**src/rtl/auc_ecc_pkg.sv**
```systemverilog
`default_nettype none
// +--------------------------------------------------------------------+
// | auc_ecc_pkg : ECC point-op command encodings, RAM map, FSM states   |
// | Rev 1.0                                                            |
// +--------------------------------------------------------------------+
package auc_ecc_pkg;

   localparam logic [1:0] OP_DBL  = 2'd0;
   localparam logic [1:0] OP_ADD  = 2'd1;
   localparam logic [1:0] OP_LOAD = 2'd2;
   localparam logic [1:0] OP_DONE = 2'd3;

   // Operand RAM map: G at the base, constant one, then scratch temporaries
   localparam int X_G    = 0;
   localparam int Y_G    = 1;
   localparam int ONERAM = 19;
   localparam int TEMP0  = 20;
   localparam int TEMP1  = 21;
   localparam int TEMP2  = 22;

   typedef enum logic [2:0] {
      ST_IDLE = 3'd0,
      ST_LEAD = 3'd1,
      ST_RUN  = 3'd2,
      ST_ADD  = 3'd3,
      ST_FIN  = 3'd4
   } seq_state_t;

endpackage
`default_nettype wire

```
**src/rtl/auc_wnaf_addr_map.sv**
```systemverilog
`default_nettype none
// +--------------------------------------------------------------------+
// | auc_wnaf_addr_map : wNAF digit magnitude -> table point X/Y/Z addr  |
// | Rev 1.0                                                            |
// +--------------------------------------------------------------------+
module auc_wnaf_addr_map #(
   parameter int WINDOW   = 4,
   parameter int ADDR     = 5,
   parameter int PT_BASE  = 0,
   parameter int ONE_ADDR = 19
) (
   input  logic [WINDOW-2:0] mag,
   output logic [ADDR-1:0]   x,
   output logic [ADDR-1:0]   y,
   output logic [ADDR-1:0]   z
);

   localparam int NPT = 2 ** (WINDOW - 2);

   if (WINDOW < 3 || PT_BASE + 3 * NPT - 1 >= 2 ** ADDR) begin : g_param_err
      $error("auc_wnaf_addr_map: table does not fit in the operand RAM");
   end

   logic [WINDOW-3:0] j;
   logic              unused_lsb;

   // Magnitudes are odd, so the LSB carries no index information
   assign j          = mag[WINDOW-2:1];
   assign unused_lsb = mag[0];

   always_comb begin
      if (j == '0) begin
         // G itself is stored affine: Z comes from the shared constant-one word
         x = ADDR'(PT_BASE);
         y = ADDR'(PT_BASE + 1);
         z = ADDR'(ONE_ADDR);
      end else begin
         x = ADDR'(PT_BASE + 3 * int'(j) - 1);
         y = ADDR'(PT_BASE + 3 * int'(j));
         z = ADDR'(PT_BASE + 3 * int'(j) + 1);
      end
   end

endmodule
`default_nettype wire

```
**src/rtl/auc_wnaf_cmd_sequencer.sv**
```systemverilog
`default_nettype none
// +--------------------------------------------------------------------+
// | auc_wnaf_cmd_sequencer : wNAF digit stream -> LOAD/DBL/ADD/DONE cmds|
// | Rev 1.0                                                            |
// +--------------------------------------------------------------------+
module auc_wnaf_cmd_sequencer #(
   parameter int ADDR     = 5,
   parameter int WINDOW   = 4,
   parameter int PT_BASE  = 0,
   parameter int ONE_ADDR = 19,
   parameter int CNT_W    = 9
) (
   input  logic              clk,
   input  logic              rst,
   input  logic              start,
   input  logic              abort,
   input  logic              dig_vld,
   output logic              dig_rdy,
   input  logic              dig_sign,
   input  logic [WINDOW-2:0] dig_mag,
   input  logic              dig_last,
   output logic              cmd_vld,
   input  logic              cmd_rdy,
   output logic [1:0]        cmd_op,
   output logic [ADDR-1:0]   cmd_paddx,
   output logic [ADDR-1:0]   cmd_paddy,
   output logic [ADDR-1:0]   cmd_paddz,
   output logic              cmd_neg,
   output logic              cmd_zero,
   output logic              busy,
   output logic              err_ill,
   output logic [CNT_W-1:0]  dig_cnt
);

   import auc_ecc_pkg::*;

   localparam int MW = WINDOW - 1;

   seq_state_t        state_q, state_d;
   logic              cmd_vld_q, cmd_vld_d;
   logic [1:0]        cmd_op_q, cmd_op_d;
   logic [ADDR-1:0]   cmd_paddx_q, cmd_paddx_d;
   logic [ADDR-1:0]   cmd_paddy_q, cmd_paddy_d;
   logic [ADDR-1:0]   cmd_paddz_q, cmd_paddz_d;
   logic              cmd_neg_q, cmd_neg_d;
   logic              cmd_zero_q, cmd_zero_d;
   logic [MW-1:0]     lat_mag_q, lat_mag_d;
   logic              lat_sign_q, lat_sign_d;
   logic              lat_last_q, lat_last_d;
   logic              err_ill_q, err_ill_d;
   logic [CNT_W-1:0]  dig_cnt_q, dig_cnt_d;

   logic              slot_free;
   logic              dig_acc;
   logic              dig_nz;
   logic              dig_bad;
   logic [MW-1:0]     map_mag;
   logic [ADDR-1:0]   map_x, map_y, map_z;

   assign slot_free = !cmd_vld_q || cmd_rdy;
   assign dig_rdy   = slot_free && (state_q == ST_LEAD || state_q == ST_RUN);
   assign dig_acc   = dig_vld && dig_rdy;
   // Legal nonzero magnitudes are odd; anything else is handled as a zero digit
   assign dig_nz    = dig_mag[0];
   assign dig_bad   = !dig_mag[0] && ((dig_mag != '0) || dig_sign);
   assign map_mag   = (state_q == ST_ADD) ? lat_mag_q : dig_mag;

   auc_wnaf_addr_map #(
      .WINDOW   (WINDOW),
      .ADDR     (ADDR),
      .PT_BASE  (PT_BASE),
      .ONE_ADDR (ONE_ADDR)
   ) u_addr_map (
      .mag (map_mag),
      .x   (map_x),
      .y   (map_y),
      .z   (map_z)
   );

   always_comb begin
      state_d     = state_q;
      cmd_vld_d   = cmd_vld_q && !cmd_rdy;
      cmd_op_d    = cmd_op_q;
      cmd_paddx_d = cmd_paddx_q;
      cmd_paddy_d = cmd_paddy_q;
      cmd_paddz_d = cmd_paddz_q;
      cmd_neg_d   = cmd_neg_q;
      cmd_zero_d  = cmd_zero_q;
      lat_mag_d   = lat_mag_q;
      lat_sign_d  = lat_sign_q;
      lat_last_d  = lat_last_q;
      err_ill_d   = err_ill_q;
      dig_cnt_d   = dig_cnt_q;

      if (dig_acc) begin
         dig_cnt_d = (&dig_cnt_q) ? dig_cnt_q : dig_cnt_q + 1'b1;
         if (dig_bad) err_ill_d = 1'b1;
      end

      case (state_q)
         ST_IDLE: begin
            if (start) begin
               state_d   = ST_LEAD;
               err_ill_d = 1'b0;
               dig_cnt_d = '0;
            end
         end
         ST_LEAD: begin
            if (dig_acc) begin
               if (dig_nz) begin
                  cmd_vld_d   = 1'b1;
                  cmd_op_d    = OP_LOAD;
                  cmd_paddx_d = map_x;
                  cmd_paddy_d = map_y;
                  cmd_paddz_d = map_z;
                  cmd_neg_d   = dig_sign;
                  cmd_zero_d  = 1'b0;
                  state_d     = dig_last ? ST_FIN : ST_RUN;
               end else if (dig_last) begin
                  cmd_vld_d   = 1'b1;
                  cmd_op_d    = OP_DONE;
                  cmd_paddx_d = '0;
                  cmd_paddy_d = '0;
                  cmd_paddz_d = '0;
                  cmd_neg_d   = 1'b0;
                  cmd_zero_d  = 1'b1;
                  state_d     = ST_IDLE;
               end
            end
         end
         ST_RUN: begin
            if (dig_acc) begin
               cmd_vld_d   = 1'b1;
               cmd_op_d    = OP_DBL;
               cmd_paddx_d = '0;
               cmd_paddy_d = '0;
               cmd_paddz_d = '0;
               cmd_neg_d   = 1'b0;
               cmd_zero_d  = 1'b0;
               if (dig_nz) begin
                  // The add is deferred a cycle so the doubling goes out first
                  lat_mag_d  = dig_mag;
                  lat_sign_d = dig_sign;
                  lat_last_d = dig_last;
                  state_d    = ST_ADD;
               end else if (dig_last) begin
                  state_d = ST_FIN;
               end
            end
         end
         ST_ADD: begin
            if (slot_free) begin
               cmd_vld_d   = 1'b1;
               cmd_op_d    = OP_ADD;
               cmd_paddx_d = map_x;
               cmd_paddy_d = map_y;
               cmd_paddz_d = map_z;
               cmd_neg_d   = lat_sign_q;
               cmd_zero_d  = 1'b0;
               state_d     = lat_last_q ? ST_FIN : ST_RUN;
            end
         end
         ST_FIN: begin
            if (slot_free) begin
               cmd_vld_d   = 1'b1;
               cmd_op_d    = OP_DONE;
               cmd_paddx_d = '0;
               cmd_paddy_d = '0;
               cmd_paddz_d = '0;
               cmd_neg_d   = 1'b0;
               cmd_zero_d  = 1'b0;
               state_d     = ST_IDLE;
            end
         end
         default: state_d = ST_IDLE;
      endcase

      // Abort behaves like reset but keeps the status a host may still want to read
      if (abort) begin
         state_d     = ST_IDLE;
         cmd_vld_d   = 1'b0;
         cmd_op_d    = '0;
         cmd_paddx_d = '0;
         cmd_paddy_d = '0;
         cmd_paddz_d = '0;
         cmd_neg_d   = 1'b0;
         cmd_zero_d  = 1'b0;
         lat_mag_d   = '0;
         lat_sign_d  = 1'b0;
         lat_last_d  = 1'b0;
         err_ill_d   = err_ill_q;
         dig_cnt_d   = dig_cnt_q;
      end
   end

   always_ff @(posedge clk) begin
      if (rst) begin
         state_q     <= ST_IDLE;
         cmd_vld_q   <= 1'b0;
         cmd_op_q    <= '0;
         cmd_paddx_q <= '0;
         cmd_paddy_q <= '0;
         cmd_paddz_q <= '0;
         cmd_neg_q   <= 1'b0;
         cmd_zero_q  <= 1'b0;
         lat_mag_q   <= '0;
         lat_sign_q  <= 1'b0;
         lat_last_q  <= 1'b0;
         err_ill_q   <= 1'b0;
         dig_cnt_q   <= '0;
      end else begin
         state_q     <= state_d;
         cmd_vld_q   <= cmd_vld_d;
         cmd_op_q    <= cmd_op_d;
         cmd_paddx_q <= cmd_paddx_d;
         cmd_paddy_q <= cmd_paddy_d;
         cmd_paddz_q <= cmd_paddz_d;
         cmd_neg_q   <= cmd_neg_d;
         cmd_zero_q  <= cmd_zero_d;
         lat_mag_q   <= lat_mag_d;
         lat_sign_q  <= lat_sign_d;
         lat_last_q  <= lat_last_d;
         err_ill_q   <= err_ill_d;
         dig_cnt_q   <= dig_cnt_d;
      end
   end

   assign cmd_vld   = cmd_vld_q;
   assign cmd_op    = cmd_op_q;
   assign cmd_paddx = cmd_paddx_q;
   assign cmd_paddy = cmd_paddy_q;
   assign cmd_paddz = cmd_paddz_q;
   assign cmd_neg   = cmd_neg_q;
   assign cmd_zero  = cmd_zero_q;
   assign busy      = (state_q != ST_IDLE);
   assign err_ill   = err_ill_q;
   assign dig_cnt   = dig_cnt_q;

endmodule
`default_nettype wire
```
**config.mk**
```make
export PLATFORM = sky130hd
export DESIGN_NAME = auc_wnaf_cmd_sequencer
export DESIGN_NICKNAME = d
export VERILOG_FILES = /design/src/rtl/auc_ecc_pkg.sv /design/src/rtl/auc_wnaf_addr_map.sv /design/src/rtl/auc_wnaf_cmd_sequencer.sv
export SDC_FILE = /design/constraint.sdc
export NUM_CORES = 1
export LEC_CHECK = 0
export CELL_PAD_IN_SITES_DETAIL_PLACEMENT = 0
export CELL_PAD_IN_SITES_GLOBAL_PLACEMENT = 1
export CORE_MARGIN = 3
export CORE_UTILIZATION = 40
export CTS_BUF_LIST = sky130_fd_sc_hd__clkbuf_8
export DETAILED_ROUTE_END_ITERATION = 6
export GPL_TIMING_DRIVEN = 0
export MAX_ROUTING_LAYER = met4
export PLACE_DENSITY = 0.9
export SYNTH_ARGS = -nofsm -noshare
export SYNTH_HDL_FRONTEND = slang
export SYNTH_SLANG_ARGS = --single-unit
```
**constraint.sdc**
```tcl
create_clock -name clk -period 3.9 [get_ports clk]
set_input_delay 0.39 -clock clk [delete_from_list [all_inputs] [get_ports clk]]
set_output_delay 0.39 -clock clk [all_outputs]
set_load 0.1 [all_outputs]
```
==> impl_metrics.csv <==
group,metric,value,unit
run,drv_cap,0,
sta,slew_headroom,0.337,
grt,gr-total-overflow,0,
logic_synthesis,mappedNetlistArea,0.00173,mm2
placement,gp_congestion,0.875,
floorplanning,dieArea,0.00516,mm2
worst_hold_path,hold_depth,2,
route,vias,1696,
clocking,clock-sinks,31,
final_layout,nNetsFinal,285,
worst_setup_path,required,3.51,ns
grt,grt_pass1_wl,7.33,mm
power,peakVddDrop,248,uV
route,dr.first_iter.drc_count,96,
clocking,tritoncts,"done",
final_layout,drive_gt1_frac,0.0749,
worst_hold_path,min_to,"cmd_paddz[0]$_SDFFE_PP0P_",
grt,grt.total_usage,0.186,
clocking,clock_latency,0.29,ns
placement,hpwl,3.15,mm
clocking,cts_buffers,5,
worst_setup_path,reg2reg_to,"cmd_paddz[1]$_SDFFE_PP0P_",
logic_synthesis,synth_common_cells,"dfxtp_1, nor2_1, nand2_1, a21oi_1",
logic_synthesis,ys_warn_count,0,
worst_setup_path,regToRegSetupSlack,1.37,ns
grt,grt_busiest_layer,"met2",
placement,port_buffers,41,
route,ant_nets,0,
sta,grt_setup_unrepaired,"no",
clocking,clk_path_buf_depth,2,
logic_synthesis,async_reset_ff_frac,0,
logic_synthesis,synth_area_leader_cell,"dfxtp_1",
power,leakage,0.834,nW
clocking,htree_levels,2,
route,drc,0,
sta,tns,0,ns
route,drt_pass1_iterations,4,
sta,final.min_clock_period,3.13,ns
sta,hold_viol,0,
outcome,outcome,"complete, no violations",
placement,placed_cells_incl_taps,309,
worst_setup_path,critical_path_class,"reg -> out",
final_layout,layoutNonFillerInstCount,317,
worst_setup_path,cp-start-kind,"flop",
floorplanning,fp.dieH,71.8,um
route,drt_wl_total,4.28,mm
clocking,post-cts-setup-buffers,0,
clocking,hold_buffers,0,
logic_synthesis,syn_inst,218,
floorplanning,boundaryPins,43,
worst_hold_path,worstHoldStart,"cmd_paddz[0]$_SDFFE_PP0P_",
clocking,cts_resized,0,
worst_setup_path,end_kind,"output pin",
floorplanning,coreArea,0.00409,mm2
grt,grt_antenna_before_repair,0,
route,viasPerCell,5.35,
floorplanning,initial_utilization,0.424,
logic_synthesis,ys_ff_latch,31,
grt,grt_max_degree,11,
grt,met2_usage,0.268,
logic_synthesis,syn_nets,237,
logic_synthesis,ys_seq_area_frac,0.358,
sta,fmax,0.319,GHz
sta,post-route-period-util,0.803,
logic_synthesis,yosysTopAreaCellShare,0.358,
clocking,clkTransAtPathRegs,0.07,ns
grt,gr-usage-met3,0.0477,
logic_synthesis,yosysMostFrequentCell,"dfxtp_1",
worst_setup_path,reg2regPathDepth,8,
sta,setup_violations,0,
final_layout,antennaDiodeCount,0,
floorplanning,die_width,71.8,um
worst_hold_path,hold_class,"reg -> reg",
clocking,cts_root_buf,"clkbuf_8",
logic_synthesis,ys.flop_type,"dfxtp_1",
final_layout,area_growth,34.1,%
worst_setup_path,cp.arrival,2.74,ns
logic_synthesis,synth_edf_count,0,
sta,maxSlewViolCount,0,
logic_synthesis,synth.area.top_cells,"dfxtp_1, ha_1, nor2_1",
grt,met1_usage,0.245,
logic_synthesis,synth_area_per_cell,7.95,um2
route,wl_per_cell,13.5,um
grt,first_global_vias,1555,
power,power_density,330,mW/mm2
logic_synthesis,ys_types,43,
worst_setup_path,reg2reg_from,"state_q[1]$_SDFFE_PP0P_",
worst_setup_path,crit_fanout,10,
sta,max_slew.worst_pin.slew,0.992,ns
sta,fin_worst_skew,0.00763,ns
floorplanning,rows,23,
[cell type report]
cell class	count	area [um2]
fillers	393	1760
multi-input cells	162	993
flip-flops and latches	31	621
repair buffers	41	410
plain buffers	18	92.6
clock buffers	6	82.6
well taps	50	62.6
clock inverters	2	35.0
inverters	7	26.3
[power breakdown]
group	internal, mW	switching (mW)	leakage [nW]	total (mW)
Clock	0.207	0.127	0.0612	0.334
Combinational	0.0345	0.0775	0.523	0.112
Sequential	0.319	0.00168	0.250	0.321
[stage by stage]
step / power (mW) / instance area [um2] / setup WS, ns / hold WS (ns) / utilization
finish: 0.767 / 2320 / 0.769 / 0.454 / 0.569
global route: 0.801 / 2320 / 0.583 / 0.485 / 0.569
CTS: 0.777 / 2320 / 0.775 / 0.461 / 0.569
detailed placement: 0.440 / 2210 / 0.974 / 0.448 / 0.540
global placement: 0.439 / 2210 / 0.966 / 0.447 / 0.540
floorplan: 0.406 / 1730 / 0.140 / 0.459 / -
[registers in the layout, indices dropped and copies added, names as in the netlist]
| register | flops |
|---|---|
| dig_cnt | 9 |
| cmd_paddy | 4 |
| cmd_paddz | 3 |
| state_q | 3 |
| cmd_op | 2 |
| cmd_paddx | 2 |
| lat_mag_q | 2 |
| cmd_neg | 1 |
| cmd_vld | 1 |
| cmd_zero | 1 |
| err_ill | 1 |
| lat_last_q | 1 |
| lat_sign_q | 1 |
[routing by layer]
| metal | routed length, um | vias to the layer above | part of all wire |
|---|---|---|---|
| li1 | - | 860 | - |
| met1 | 1990 | 769 | 0.46 |
| met2 | 1890 | 58 | 0.44 |
| met3 | 316 | 9 | 0.074 |
| met4 | 86 | 0 | 0.020 |
| met5 | 0 | - | 0 |
[logic make-up (layout without fill, tap and decap cells)]
logic type	Yosys count	in the layout	synth area share
buf+inv	25	74	0.0686
compound gates	48	48	0.175
other cells	1	1	0.00216
xor+xnor	6	6	0.0303
flops	31	31	0.358
simple gates	89	89	0.250
fa+ha+maj	8	8	0.0578
mux	10	10	0.0585
[critical path, cell delays in order, from the launching register on]
cell and delay [ns]:
dfxtp_1 0.31, clkbuf_1 0.34, clkbuf_1 0.40, inv_1 0.18
nand2_1 0.09, clkdlybuf4s50_1 1.12
[placed cells by master, fill, tap and decap left out, types with 2 or more instances in the layout]
master | netlist | routed
or2_2 | 3 | 3
or3_1 | 2 | 2
nand4b_1 | 3 | 3
nand4_1 | 6 | 6
nor4_1 | 2 | 2
nand3_1 | 7 | 7
buf_4 | 6 | 6
nor3_1 | 9 | 9
o22ai_1 | 3 | 3
or4_1 | 2 | 2
mux2i_1 | 9 | 9
nor2_1 | 26 | 26
o21ai_0 | 10 | 10
nand2_1 | 21 | 21
nor3b_1 | 2 | 2
clkdlybuf4s50_1 | 0 | 41
inv_1 | 7 | 7
a21oi_1 | 13 | 13
o31ai_1 | 3 | 3
dfxtp_1 | 31 | 31
clkbuf_8 | 0 | 6
o21a_1 | 2 | 2
xnor2_1 | 6 | 6
a211oi_1 | 5 | 5
ha_1 | 8 | 8
nor2b_1 | 3 | 3
clkbuf_1 | 10 | 10
a31oi_1 | 2 | 2
[worst max path at each step]
| stage | cells after the start | startpoint | slack (ns) | endpoint |
|---|---|---|---|---|
| after detailed placement | 5 | cmd_rdy | 0.97 | dig_rdy |
| final | 5 | state_q[2]$_SDFFE_PP0P_ | 0.77 | busy |
| after floorplan | 6 | cmd_vld$_SDFF_PP0_ | 0.14 | dig_cnt[1]$_SDFFE_PP0N_ |
| after global routing | 5 | state_q[2]$_SDFFE_PP0P_ | 0.58 | busy |
| after CTS | 5 | state_q[2]$_SDFFE_PP0P_ | 0.78 | busy |
| after global placement | 5 | cmd_rdy | 0.97 | dig_rdy |
(Power assumes the default switching activity.)
